===== config.mk =====
export PLATFORM = sky130hd
export DESIGN_NAME = pipe_hazard_ctrl
export DESIGN_NICKNAME = d
export VERILOG_FILES = /design/src/rtl/pipe_hazard_ctrl.sv
export SDC_FILE = /design/constraint.sdc
export NUM_CORES = 1
export LEC_CHECK = 0
export CORE_MARGIN = 5
export CORE_UTILIZATION = 46
export CTS_CLUSTER_SIZE = 20
export DETAILED_ROUTE_END_ITERATION = 16
export GPL_ROUTABILITY_DRIVEN = 0
export PLACE_DENSITY = 0.67
export SKIP_CTS_REPAIR_TIMING = 1
export SLEW_MARGIN = 20
export SYNTH_ARGS = -nofsm -noshare
export SYNTH_HDL_FRONTEND = slang
export SYNTH_SLANG_ARGS = --single-unit
export TNS_END_PERCENT = 20

===== constraint.sdc =====
create_clock -name clk -period 3.9 [get_ports clk]
set_clock_uncertainty 0.05 [all_clocks]
set_input_delay 0.78 -clock clk [delete_from_list [all_inputs] [get_ports clk]]
set_output_delay 0.78 -clock clk [all_outputs]
set_load 0.01 [all_outputs]

===== src/rtl/pipe_hazard_ctrl.sv =====
// Pipeline hazard controller: scoreboard-based RAW/WAW-limit stalls, jump flush, illegal-opcode trap.
// Optional stall-cycle counter is built only when PIPE_HAZARD_STALL_CNT_EN is defined.
module pipe_hazard_ctrl (
    input  logic        clk,
    input  logic        rst,
    input  logic        id_valid,
    input  logic [1:0]  id_opcode,
    input  logic [3:0]  id_rs1,
    input  logic [3:0]  id_rs2,
    input  logic [3:0]  id_rd,
    input  logic        wb_valid,
    input  logic [3:0]  wb_rd,
    output logic        if_stall,
    output logic        id_bubble,
    output logic        flush,
    output logic        illegal_op,
    output logic [15:0] stall_count,
    output logic [1:0]  dbg_state
);

    typedef enum logic [1:0] {
        RUN   = 2'd0,
        STALL = 2'd1,
        FLUSH = 2'd2
    } state_e;

    localparam logic [1:0] OP_LI  = 2'b00;
    localparam logic [1:0] OP_SLL = 2'b01;
    localparam logic [1:0] OP_ILL = 2'b10;
    localparam logic [1:0] OP_JMP = 2'b11;

    state_e           state_q, state_d;
    logic [15:0][1:0] cnt_q, cnt_d;
    logic             illegal_q, illegal_d;

    logic is_write, is_read, is_illegal, in_flush;
    logic raw_rs1, raw_rs2, waw_rd;
    logic hazard, issue, bad_op;

    // ID is held by upstream whenever if_stall=1; both stall outputs are
    // combinational from the current ID contents and the scoreboard.
    always_comb begin
        is_write   = (id_opcode == OP_LI) || (id_opcode == OP_SLL);
        is_read    = (id_opcode == OP_SLL);
        is_illegal = (id_opcode == OP_ILL);
        in_flush   = (state_q == FLUSH);

        // A single outstanding write retiring this cycle is forwarded, so no stall.
        raw_rs1 = is_read && (id_rs1 != 4'd0) && (cnt_q[id_rs1] != 2'd0) &&
                  !((cnt_q[id_rs1] == 2'd1) && wb_valid && (wb_rd == id_rs1));
        raw_rs2 = is_read && (id_rs2 != 4'd0) && (cnt_q[id_rs2] != 2'd0) &&
                  !((cnt_q[id_rs2] == 2'd1) && wb_valid && (wb_rd == id_rs2));
        waw_rd  = is_write && (id_rd != 4'd0) && (cnt_q[id_rd] == 2'd3);

        hazard = id_valid && !in_flush && !is_illegal && (raw_rs1 || raw_rs2 || waw_rd);
        issue  = id_valid && !in_flush && !is_illegal && !hazard;
        bad_op = id_valid && !in_flush && is_illegal;
    end

    always_comb begin
        state_d = state_q;
        case (state_q)
            RUN, STALL: begin
                if (hazard)
                    state_d = STALL;
                else if (issue && (id_opcode == OP_JMP))
                    state_d = FLUSH;
                else
                    state_d = RUN;
            end
            FLUSH:   state_d = RUN;
            default: state_d = RUN;
        endcase
    end

    // Same-cycle issue and retire on one register cancel out.
    always_comb begin
        cnt_d = cnt_q;
        cnt_d[0] = 2'd0;
        for (int r = 1; r < 16; r++) begin
            logic inc, dec;
            inc = issue && is_write && (id_rd == r[3:0]);
            dec = wb_valid && (wb_rd == r[3:0]);
            if (inc && !dec)
                cnt_d[r] = cnt_q[r] + 2'd1;
            else if (dec && !inc && (cnt_q[r] != 2'd0))
                cnt_d[r] = cnt_q[r] - 2'd1;
        end
    end

    always_comb begin
        illegal_d = illegal_q | bad_op;
    end

    always_ff @(posedge clk or posedge rst) begin
        if (rst) begin
            state_q   <= RUN;
            cnt_q     <= '0;
            illegal_q <= 1'b0;
        end else begin
            state_q   <= state_d;
            cnt_q     <= cnt_d;
            illegal_q <= illegal_d;
        end
    end

    always_comb begin
        if_stall   = !rst && hazard;
        id_bubble  = !rst && (hazard || in_flush || bad_op);
        flush      = !rst && in_flush;
        illegal_op = illegal_q;
        dbg_state  = state_q;
    end

`ifdef PIPE_HAZARD_STALL_CNT_EN
    logic [15:0] stall_cnt_q, stall_cnt_d;

    always_comb begin
        stall_cnt_d = stall_cnt_q;
        if (if_stall && (stall_cnt_q != 16'hFFFF))
            stall_cnt_d = stall_cnt_q + 16'd1;
    end

    always_ff @(posedge clk or posedge rst) begin
        if (rst)
            stall_cnt_q <= 16'h0000;
        else
            stall_cnt_q <= stall_cnt_d;
    end

    assign stall_count = stall_cnt_q;
`else
    assign stall_count = 16'h0000;
`endif

endmodule


Word level (Yosys, flattened, before mapping)
Index checks and enable logic that the tools add are counted.
{"block": "totals", "mem_bits_ro": 0, "latch_bits": 0, "regBits": 33, "mem_bits_rw": 0, "mem_count": 0, "wordCells": 306}
{"block": "op_classes", "n_mul": 0, "n_bitwise": 1, "n_eq_ne": 40, "n_div": 0, "shift": 0, "addsub": 30, "reduce_logical": 176, "magnitude_cmp": 3, "mux": 39}
{"op": "$logic_and 1x1->1", "n": 97}
{"op": "$mux 2", "n": 36}
{"op": "$eq 4x4->1 const B", "n": 16}
{"op": "$reduce_bool 2->1", "n": 32}
{"op": "$logic_not 1->1", "n": 36}
{"op": "$eq 4x3->1 const B", "n": 8}
{"op": "$add 2x1->2 const B", "n": 15}
{"op": "$sub 2x1->2 const B", "n": 15}
{"op": "$bmux 2 s4", "n": 3}
{"op": "$eq 4x2->1 const B", "n": 4}
{"op": "$lt 4x5->1 const B", "n": 3}
{"op": "$reduce_bool 4->1", "n": 3}
{"op": "$eq 2x1->1 const B", "n": 4}
{"op": "$eq 2x2->1 const B", "n": 4}
{"op": "$eq 4x1->1 const B", "n": 2}
{"op": "$eq 4x4->1", "n": 2}
{"op": "$logic_or 1x1->1", "n": 5}
{"op": "$logic_not 2->1", "n": 2}
{"op": "$reduce_or 2->1", "n": 1}
{"op": "$or 1x1->1", "n": 1}

Depth between registers and ports, before layout
Gate-level depths: netlist (run 1).
{"block": "depth", "depth_word": 19, "mapped_depth": 10, "mapped_depth_nobuf": 7}

Worst setup path after synthesis (run 1)
OpenSTA, ideal clock, no wires.
{"block": "synth_timing", "kind": "input to output", "startpoint": "input id_rs1[2]", "endpoint": "output if_stall", "stages": 8, "required_ps": 3070, "slack_ps": 433, "t_arrival_ps": 2637, "n_path_buf": 2, "cell_sequence": "clkbuf_1 mux4_2 a22oi_1 o2111ai_2 o21a_2 buf_6 a211o_1 nor2_1"}
{"block": "synth_via", "elab_chain_len": 11, "word_cells_on_any_way": 16, "cone_classes": "eq/ne: 2; mux: 2; reduce/logical: 12"}
{"item": "start: declaration", "line": "8", "rtl": "input logic [3:0] id_rs1,"}
{"item": "$bmux 2 s4", "line": "49, 50"}
{"item": "$mux 2 (implied by the code)", "line": "49, 50"}
{"item": "$eq 2x1->1", "line": "50", "rtl": "!((cnt_q[id_rs1] == 2'd1) && wb_valid && (wb_rd == id_rs1));"}
{"item": "$logic_and 1x1->1 (2 in a row)", "line": "50"}
{"item": "$logic_not 1->1", "line": "50"}
{"item": "$logic_and 1x1->1 *", "line": "49", "rtl": "raw_rs1 = is_read && (id_rs1 != 4'd0) && (cnt_q[id_rs1] != 2'd0) &&"}
{"item": "$logic_or 1x1->1 * (2 in a row)", "line": "55", "rtl": "hazard = id_valid && !in_flush && !is_illegal && (raw_rs1 || raw_rs2 || waw_rd);"}
{"item": "$logic_and 1x1->1 *", "line": "55"}
{"item": "$logic_and 1x1->1 *", "line": "108", "rtl": "if_stall = !rst && hazard;"}
{"item": "end: declaration", "line": "13", "rtl": "output logic if_stall,"}
Mark *: on every way between the ends. The rest lies on a longest branch, timed or not. The select of a mux whose other input is x is not followed.

Worst setup path in the final report (run 1)
Same ends and word-level chain as after synthesis.

==> results of run 1 <==
[registers in the layout, indices dropped and copies added (netlist names)]
| name | count |
|---|---|
| cnt_q | 30 |
| dbg_state | 2 |
| illegal_op | 1 |
[stage by stage]
stage,TNS [ns],cells
after global routing,-0.0316,551
after detailed placement,-0.669,541
after global placement,-0.621,541
final,0,551
after CTS,-0.713,549
after floorplan,0,420
[critical path, stage by stage]
cell and delay [ns]:
clkdlybuf4s50_1 0.55, mux4_2 0.57, a22oi_2 0.19, o2111ai_2 0.20, o21a_2 0.18, a211o_1 0.31, nor2_1 0.10, buf_2 0.13
[area by class of cell]
| class | instances | area, um^2 | area share |
|---|---|---|---|
| tap | 99 | 124 | 0.0318 |
| inverter | 11 | 41.3 | 0.0106 |
| timing repair buffer | 63 | 589 | 0.151 |
| sequential | 33 | 826 | 0.212 |
| multi-input combinational | 337 | 2240 | 0.574 |
| clock buffer | 8 | 80.1 | 0.0205 |
[placed cells by master (no fill, tap or decap), drive strengths merged, types with 3 or more instances in the layout]
cell	Yosys	routed
a21boi	3	3
xnor2	3	3
nor3	18	18
o22ai	7	7
mux2i	13	13
mux4	12	12
o21ai	16	16
buf	33	37
a21oi	11	11
nand2b	4	4
a211oi	8	8
xor2	6	6
dlymetal6s2s	0	7
a31oi	3	3
a211o	5	5
nand3b	3	3
and3	13	13
and2	9	9
nor2	38	38
nand3	19	19
o211a	3	3
nor3b	6	6
conb	1	16
clkdlybuf4s50	0	19
dfrtp	33	33
a22oi	4	4
nor2b	6	6
o211ai	8	8
clkbuf	6	8
inv	11	11
o2111ai	14	14
nand2	59	59
o311ai	4	4
[worst min-delay path by stage]
stage | endpoint | slack, ns | cells after the start
after floorplan | dbg_state[0] | 0.45 | 1
after global placement | illegal_op | 0.42 | 1
after detailed placement | illegal_op | 0.42 | 1
after CTS | illegal_op | 0.44 | 1
after global routing | illegal_op | 0.46 | 1
final | illegal_op | 0.43 | 1
[cells in the mapped netlist (7+ instances only)]
cell type,count,area (um^2)
inv_1,11,41.3
buf_4,23,173
o22ai_1,7,43.8
dfrtp_1,33,826
nor3_1,18,90.1
and2_1,9,56.3
nand3_1,19,95.1
and3_1,13,81.3
o21ai_0,11,55.1
a21oi_1,11,55.1
mux2i_1,13,130
o2111ai_1,13,114
nand2_1,59,221
buf_2,7,35.0
mux4_2,11,248
o211ai_1,7,52.6
nor2_1,38,143
[power by group]
part	switching (uW)	internal, uW
logic	256	259
clock network	132	127
registers	137	410
[cells by family (layout without fill, tap and decap cells)]
| logic type | count (synthesis) | in the layout | synth area share |
|---|---|---|---|
| compound gates | 99 | 99 | 0.231 |
| xor+xnor | 9 | 9 | 0.0238 |
| buf+inv | 50 | 82 | 0.0923 |
| flops | 33 | 33 | 0.250 |
| mux | 27 | 27 | 0.129 |
| other cells | 1 | 16 | 0.00113 |
| simple gates | 186 | 186 | 0.273 |
[per-layer routing]
layer	vias up	track usage	share of wire
li1	1569	-	-
met1	1588	0.306	0.44
met2	147	0.360	0.45
met3	38	0.0398	0.066
met4	0	0.102	0.042
met5	-	0	0
==> results.toml, run 1 <==
[run_status]
status = "completed"

[yosys]
synth_edf_count = 0
ys_types = 62
async_reset_ff_frac = 1.00
synthFlopType = "dfrtp_1"
netlist_instances = 405
seq_area_frac_synth = 0.250
synth_area_mm2 = 0.00331
ys_ff_latch = 33
yosys_warnings = 0
syn_avg_cell_area_um2 = 8.17

[detailed_routing]
firstDrtPassIters = 4
drt-wirelength-per-cell_um = 17.9
vias_per_cell = 6.07
wl_mm = 9.85
antenna_left = 0
vias = 3342
drt_iter0_drc = 239
drc = 0

[clock_network]
clock_latency_ns = 0.29
cts_buffers = 5
clock-root-buffer = "clkbuf_8"
cts.path.max_buffers = 2
cts_num_sinks = 33
clkTransAtPathRegs_ns = 0.07
cts_tree = "built"
htreeDepth = 2

[timing]
slew_headroom = 0.570
hold_viol_final = 0
hold_ws_ns = 0.433
rsz0062_at_grt = "true"
min_period_over_period = 0.987
fin_ws_ns = 0.0505
worst_pin_slew_ns = 0.644
fin_crit_ns = 3.85
final-setup-viol-count = 0
fmax_ghz = 0.260
slew_violations = 0

[critical_path]
rrSetupSlack_ns = 1.14
reg2reg_depth = 8
timing.rr.end = "cnt_q[10]"
worstPathMaxFanout = 3
crit_path_end = "if_stall"
cp-startpoint = "id_rs1[2]"
endpoint_kind = "primary output"
critPathLaunchType = "input pin"
path_class = "input pin to primary output"
r2r-start = "cnt_q[17]"
worstPathArrival_ns = 3.02
critPathRequiredTime_ns = 3.07

[floorplanning]
row_count = 31
core_mm2 = 0.00714
die_w_um = 94.8
ioPinCount = 44
dieArea_mm2 = 0.00899
die_y_um = 94.8
start_util = 0.464

[global_route]
grt_usage = 0.228
grt_start_max_net_pins = 39
antenna_found_initial = 0
grt-ovfl-total = 0
first_global_vias = 3066
grt_pass1_wl_mm = 15.7

[power_and_ir_drop]
powerDensity_mw_per_mm2 = 339
finalPower_uw = 1320
p_leak_uw = 0.00169
ir_drop_v = 0.000152

[place]
dp_hpwl_mm = 7.68
numPortBuffers = 27
dpl_cell_area_mm2 = 0.00377
pre_cts_slack_ns = -0.346

[finish]
drive_gt1_frac = 0.157
post-route-util = 0.546
finalInstanceArea_mm2 = 0.00390
diodes = 0
area_growth_pct = 17.9
fill_cells = 699
layout.nets = 473

[flow_run]
maxCapViolCount = 0

[min_path]
min-delay-start = "illegal_op"
hold_path_class = "flip-flop to flip-flop"
(Power assumes the default switching activity.)
==> run 2: changes to the inputs <==
==> constraint.sdc (replaced) <==
create_clock -name clk -period 3.6 [get_ports clk]
set_clock_uncertainty 0.05 [all_clocks]
set_input_delay 0.72 -clock clk [delete_from_list [all_inputs] [get_ports clk]]
set_output_delay 0.72 -clock clk [all_outputs]
set_load 0.01 [all_outputs]
==> results.toml, run 2 (synthesis gave the netlist of run 1 again) <==
[run_status]
status = "completed"

[finish]
drive_gt1_frac = 0.190
regMostFlops = "cnt_q"
layout_commonest_cell = "nand2_1"
fill_cells = 675
diodes = 0
finalInstanceArea_mm2 = 0.00401
layout_common_cells = "nand2_1, buf_4, nor2_1"
largest_register_ff_count = 30
layout.nets = 485
area_growth_pct = 21.3

[detailed_routing]
wl_mm = 10.4
drt-wirelength-per-cell_um = 18.4
drc = 0
vias_per_cell = 6.23
antenna_left = 0
drt_iter0_drc = 342
firstDrtPassIters = 5
vias = 3505

[place]
pre_cts_slack_ns = -0.552
dpl_cell_area_mm2 = 0.00385
dp_hpwl_mm = 8.02
numPortBuffers = 27

[floorplanning]
dieArea_mm2 = 0.00899
die_w_um = 94.8
ioPinCount = 44
die_y_um = 94.8
start_util = 0.464
row_count = 31
core_mm2 = 0.00714

[critical_path]
critPathLaunchType = "input pin"
path_class = "input pin to primary output"
worstPathArrival_ns = 2.72
worstPathMaxFanout = 6
critPathRequiredTime_ns = 2.83
endpoint_kind = "primary output"

[timing]
min_period_over_period = 0.971
tns_ns = 0
final-setup-viol-count = 0
slew_headroom = 0.495
fmax_ghz = 0.286
fin_crit_ns = 3.49
rsz0062_at_grt = "false"
slew_violations = 0
worst_pin_slew_ns = 0.756
fin_ws_ns = 0.105
hold_viol_final = 0

[global_route]
first_global_vias = 3275
grtUsageMet1 = 0.309
met2_usage = 0.370
antenna_found_initial = 0
grt_usage = 0.234
busiest_layer = "met2"
grt-ovfl-total = 0
grt_pass1_wl_mm = 16.2
grt_start_max_net_pins = 39
grtUsageMet3 = 0.0406

[power_and_ir_drop]
p_leak_uw = 0.00180
clkPwrFrac = 0.194
p_switching_uw = 587
p_seq_frac = 0.406
power.internal_uw = 869
pwr-share-comb = 0.401
ir_drop_v = 0.000230
powerDensity_mw_per_mm2 = 363
switching_share = 0.403

[clock_network]
cts_buffers = 5
cts.path.max_buffers = 2
htreeDepth = 2
clock-root-buffer = "clkbuf_8"
clock_latency_ns = 0.28
cts_num_sinks = 33
cts_tree = "built"
clkTransAtPathRegs_ns = 0.07

[min_path]
hold_path_class = "flip-flop to flip-flop"

[flow_run]
maxCapViolCount = 0
## run 2: cell types whose count changed in the layout (fill, tap and decap cells not counted), sizes merged
cell / delta
clkdlybuf4s50: -5
clkinv: +2
dlymetal6s2s: +5
clkbuf: -2
buf: +12
## run 2: stage by stage
stage,total power (uW),hold slack [ns],util,std cells
after floorplan,964,0.445,-,420
after global placement,1140,0.418,0.540,553
after detailed placement,1150,0.418,0.540,553
after CTS,1440,0.440,0.551,561
after global routing,1530,0.455,0.562,563
final,1460,0.434,0.562,563
## run 2: worst max-delay path, cell delays in order
cell            delay (ns)
dlymetal6s2s_1        0.13
buf_6                 0.13
mux2i_1               0.11
mux4_2                0.53
a22oi_2               0.19
o2111ai_2             0.19
o21a_2                0.18
a211o_1               0.31
nor2_1                0.10
buf_2                 0.13
## run 2: path summary, 6_finish.rpt
path | start | endpoint | slack, ns | depth (start not counted)
max | id_rs1[0] | if_stall | 0.11 | 10
min | dbg_state[1] | dbg_state[0] | 0.43 | 1
max reg2reg | cnt_q[15] | cnt_q[8] | 0.85 | 8
min reg2reg | dbg_state[1] | dbg_state[0] | 0.43 | 1
max in group asynchronous | rst | cnt_q[31] | 1.89 | 3
min in group asynchronous | rst | dbg_state[0] | 0.90 | 2
## run 2: layout make-up
cell class | count | area [um^2] | share of cell area
Multi-Input combinational cell | 337 | 2260 | 0.563
Clock inverter | 2 | 10.0 | 0.00249
Clock buffer | 6 | 72.6 | 0.0181
Tap cell | 99 | 124 | 0.0309
Sequential cell | 33 | 826 | 0.206
Inverter | 11 | 41.3 | 0.0103
Timing Repair Buffer | 75 | 679 | 0.169
## run 2: per-layer routing
metal  part of all wire  vias to the layer above
met4              0.042                        0
li1                   -                     1589
met5                  0                        -
met2               0.46                      243
met1               0.40                     1639
met3              0.091                       34
## run 2: power by group through the flow
stage	sequential (uW)	combinational, uW	clock [uW]
global placement	589	547	0
CTS	584	565	290
detailed placement	590	563	0
global route	600	628	305
floorplan	537	427	0
finish	590	583	282
==> run 3: changes to the inputs <==
--- a/config.mk
+++ b/config.mk
@@ -5,12 +5,13 @@
 export SDC_FILE = /design/constraint.sdc
 export NUM_CORES = 1
 export LEC_CHECK = 0
+export ABC_AREA = 1
 export CORE_MARGIN = 5
 export CORE_UTILIZATION = 46
 export CTS_CLUSTER_SIZE = 20
 export DETAILED_ROUTE_END_ITERATION = 16
 export GPL_ROUTABILITY_DRIVEN = 0
-export PLACE_DENSITY = 0.67
+export PLACE_DENSITY = 0.66
 export SKIP_CTS_REPAIR_TIMING = 1
 export SLEW_MARGIN = 20
 export SYNTH_ARGS = -nofsm -noshare
==> results.toml, run 3 <==
[run_status]
status = "completed"

[critical_path]
worstPathMaxFanout = 13
path_class = "input pin to primary output"
reg2reg_depth = 16
critPathLaunchType = "input pin"
worstPathArrival_ns = 2.55
endpoint_kind = "primary output"
critPathRequiredTime_ns = 2.83
rrSetupSlack_ns = 1.25

[clock_network]
clkTransAtPathRegs_ns = 0.07
clock_latency_ns = 0.29
cts_buffers = 5
cts.path.max_buffers = 2
cts_tree = "built"
htreeDepth = 2
clock-root-buffer = "clkbuf_8"
cts_num_sinks = 33

[yosys]
ys_ff_latch = 33
synth_xor_area_frac = 0.00256
yosys-top-cells-count = "nand2_1, nand3_1, inv_1"
yosys_warnings = 0
synthSimpleGateAreaFrac = 0.516
synthFlopType = "dfrtp_1"
synth_compound_area_frac = 0.0720
synth_top_cell_area_share = 0.241
syn_avg_cell_area_um2 = 5.58
netlist_instances = 614
synth_edf_count = 0
yosysMostFrequentCell = "nand2_1"
async_reset_ff_frac = 1.00
synth_top_family_by_area = "simple AND/OR/NAND/NOR gates"
synthAdderAreaFrac = 0
synth_area_mm2 = 0.00343
muxShareOfSynthArea = 0
seq_area_frac_synth = 0.241
synth_area_leader_cell = "dfrtp_1"
synth_area_leaders = "dfrtp_1, nand2_1, nand3_1, inv_1, nor2_1"
ys_types = 26

[floorplanning]
ioPinCount = 44
dieArea_mm2 = 0.00927
core_mm2 = 0.00725
die_y_um = 96.3
row_count = 31
start_util = 0.472
die_w_um = 96.3

[finish]
layout_commonest_cell = "nand2_1"
regMostFlops = "cnt_q"
area_growth_pct = 18.7
drive_gt1_frac = 0.0908
fill_cells = 724
finalInstanceArea_mm2 = 0.00407
multiInputGateArea_mm2 = 0.00209
layout_common_cells = "nand2_1, nand3_1, inv_1"
largest_register_ff_count = 30
diodes = 0
layout.nets = 694
seq_area_um2 = 826

[timing]
slew_violations = 0
rsz0062_at_grt = "false"
hold_viol_final = 0
slew_headroom = 0.482
worst_pin_slew_ns = 0.775
fin_crit_ns = 3.32
fmax_ghz = 0.302
final-setup-viol-count = 0
min_period_over_period = 0.921

[global_route]
grt_usage = 0.253
first_global_vias = 3735
grt_pass1_wl_mm = 18.0
grt-ovfl-total = 0
antenna_found_initial = 0
grt_start_max_net_pins = 34

[detailed_routing]
firstDrtPassIters = 7
antenna_left = 0
wl_mm = 11.0
vias = 4103
drt-wirelength-per-cell_um = 14.3
drt_iter0_drc = 413
drc = 0
vias_per_cell = 5.32

[place]
dp_hpwl_mm = 8.71
numPortBuffers = 27
dpl_cell_area_mm2 = 0.00396

[min_path]
hold_path_class = "flip-flop to flip-flop"
hold_depth = 2

[power_and_ir_drop]
ir_drop_v = 0.000167
powerDensity_mw_per_mm2 = 347
p_leak_uw = 0.00217
finalPower_uw = 1410

[flow_run]
maxCapViolCount = 0
==> run 3: stage by stage <==
| step | TNS (ns) | utilization | setup slack [ns] | instances | hold slack [ns] |
|---|---|---|---|---|---|
| CTS | -0.258 | 0.558 | -0.146 | 771 | 0.421 |
| finish | 0 | 0.561 | 0.283 | 771 | 0.415 |
| detailed placement | -0.238 | 0.546 | -0.136 | 764 | 0.405 |
| global route | 0 | 0.561 | 0.0976 | 771 | 0.441 |
| global placement | -0.154 | 0.546 | -0.102 | 764 | 0.397 |
| floorplan | 0 | - | 0.919 | 629 | 0.407 |
==> run 3: kinds of logic (layout without fill, tap and decap cells) <==
family	count (synthesis)	count (layout)
AOI/OAI and AO/OA	46	46
xor gates and xnor gates	1	1
buffers and inverters	121	164
DFF	33	33
other	1	16
and+or+nand+nor	412	412
==> run 3: layout make-up <==
| type | instances | area share |
|---|---|---|
| Clock buffer | 7 | 0.0212 |
| Inverter | 89 | 0.0827 |
| Multi-Input combinational cell | 475 | 0.514 |
| Sequential cell | 33 | 0.203 |
| Tap cell | 99 | 0.0305 |
| Timing Repair Buffer | 68 | 0.149 |
==> run 3: final timing paths <==
path | start | to
min in group asynchronous | rst | dbg_state[0]
worst min register to register | illegal_op | illegal_op
worst min-delay path | illegal_op | illegal_op
worst max-delay path | id_rs2[0] | id_bubble
worst max register to register | cnt_q[8] | cnt_q[17]
max in group asynchronous | rst | cnt_q[31]
==> run 3: worst max-delay path: stages <==
cell,delay (ns)
clkdlybuf4s50_1,0.47
buf_4,0.17
inv_4,0.13
nand2_1,0.07
nand3_1,0.10
nand3_1,0.09
nand2_1,0.07
nand2_1,0.04
nand2_1,0.06
nand3_2,0.12
nand3_4,0.10
nand2_1,0.09
a31oi_1,0.13
dlymetal6s2s_1,0.18
==> run 3: per-layer routing <==
metal / track usage / share of wire / vias to the layer above
li1: - / - / 2028
met1: 0.343 / 0.43 / 1831
met2: 0.394 / 0.44 / 204
met4: 0.106 / 0.036 / 0
met3: 0.0438 / 0.094 / 40
met5: 0 / 0 / -
==> run 3: power by group <==
| group | leakage (uW) | switching (uW) | internal, uW | total [uW] |
|---|---|---|---|---|
| Clock | 0.0000443 | 147 | 152 | 299 |
| Sequential | 0.000410 | 128 | 453 | 582 |
| Combinational | 0.00172 | 323 | 207 | 530 |
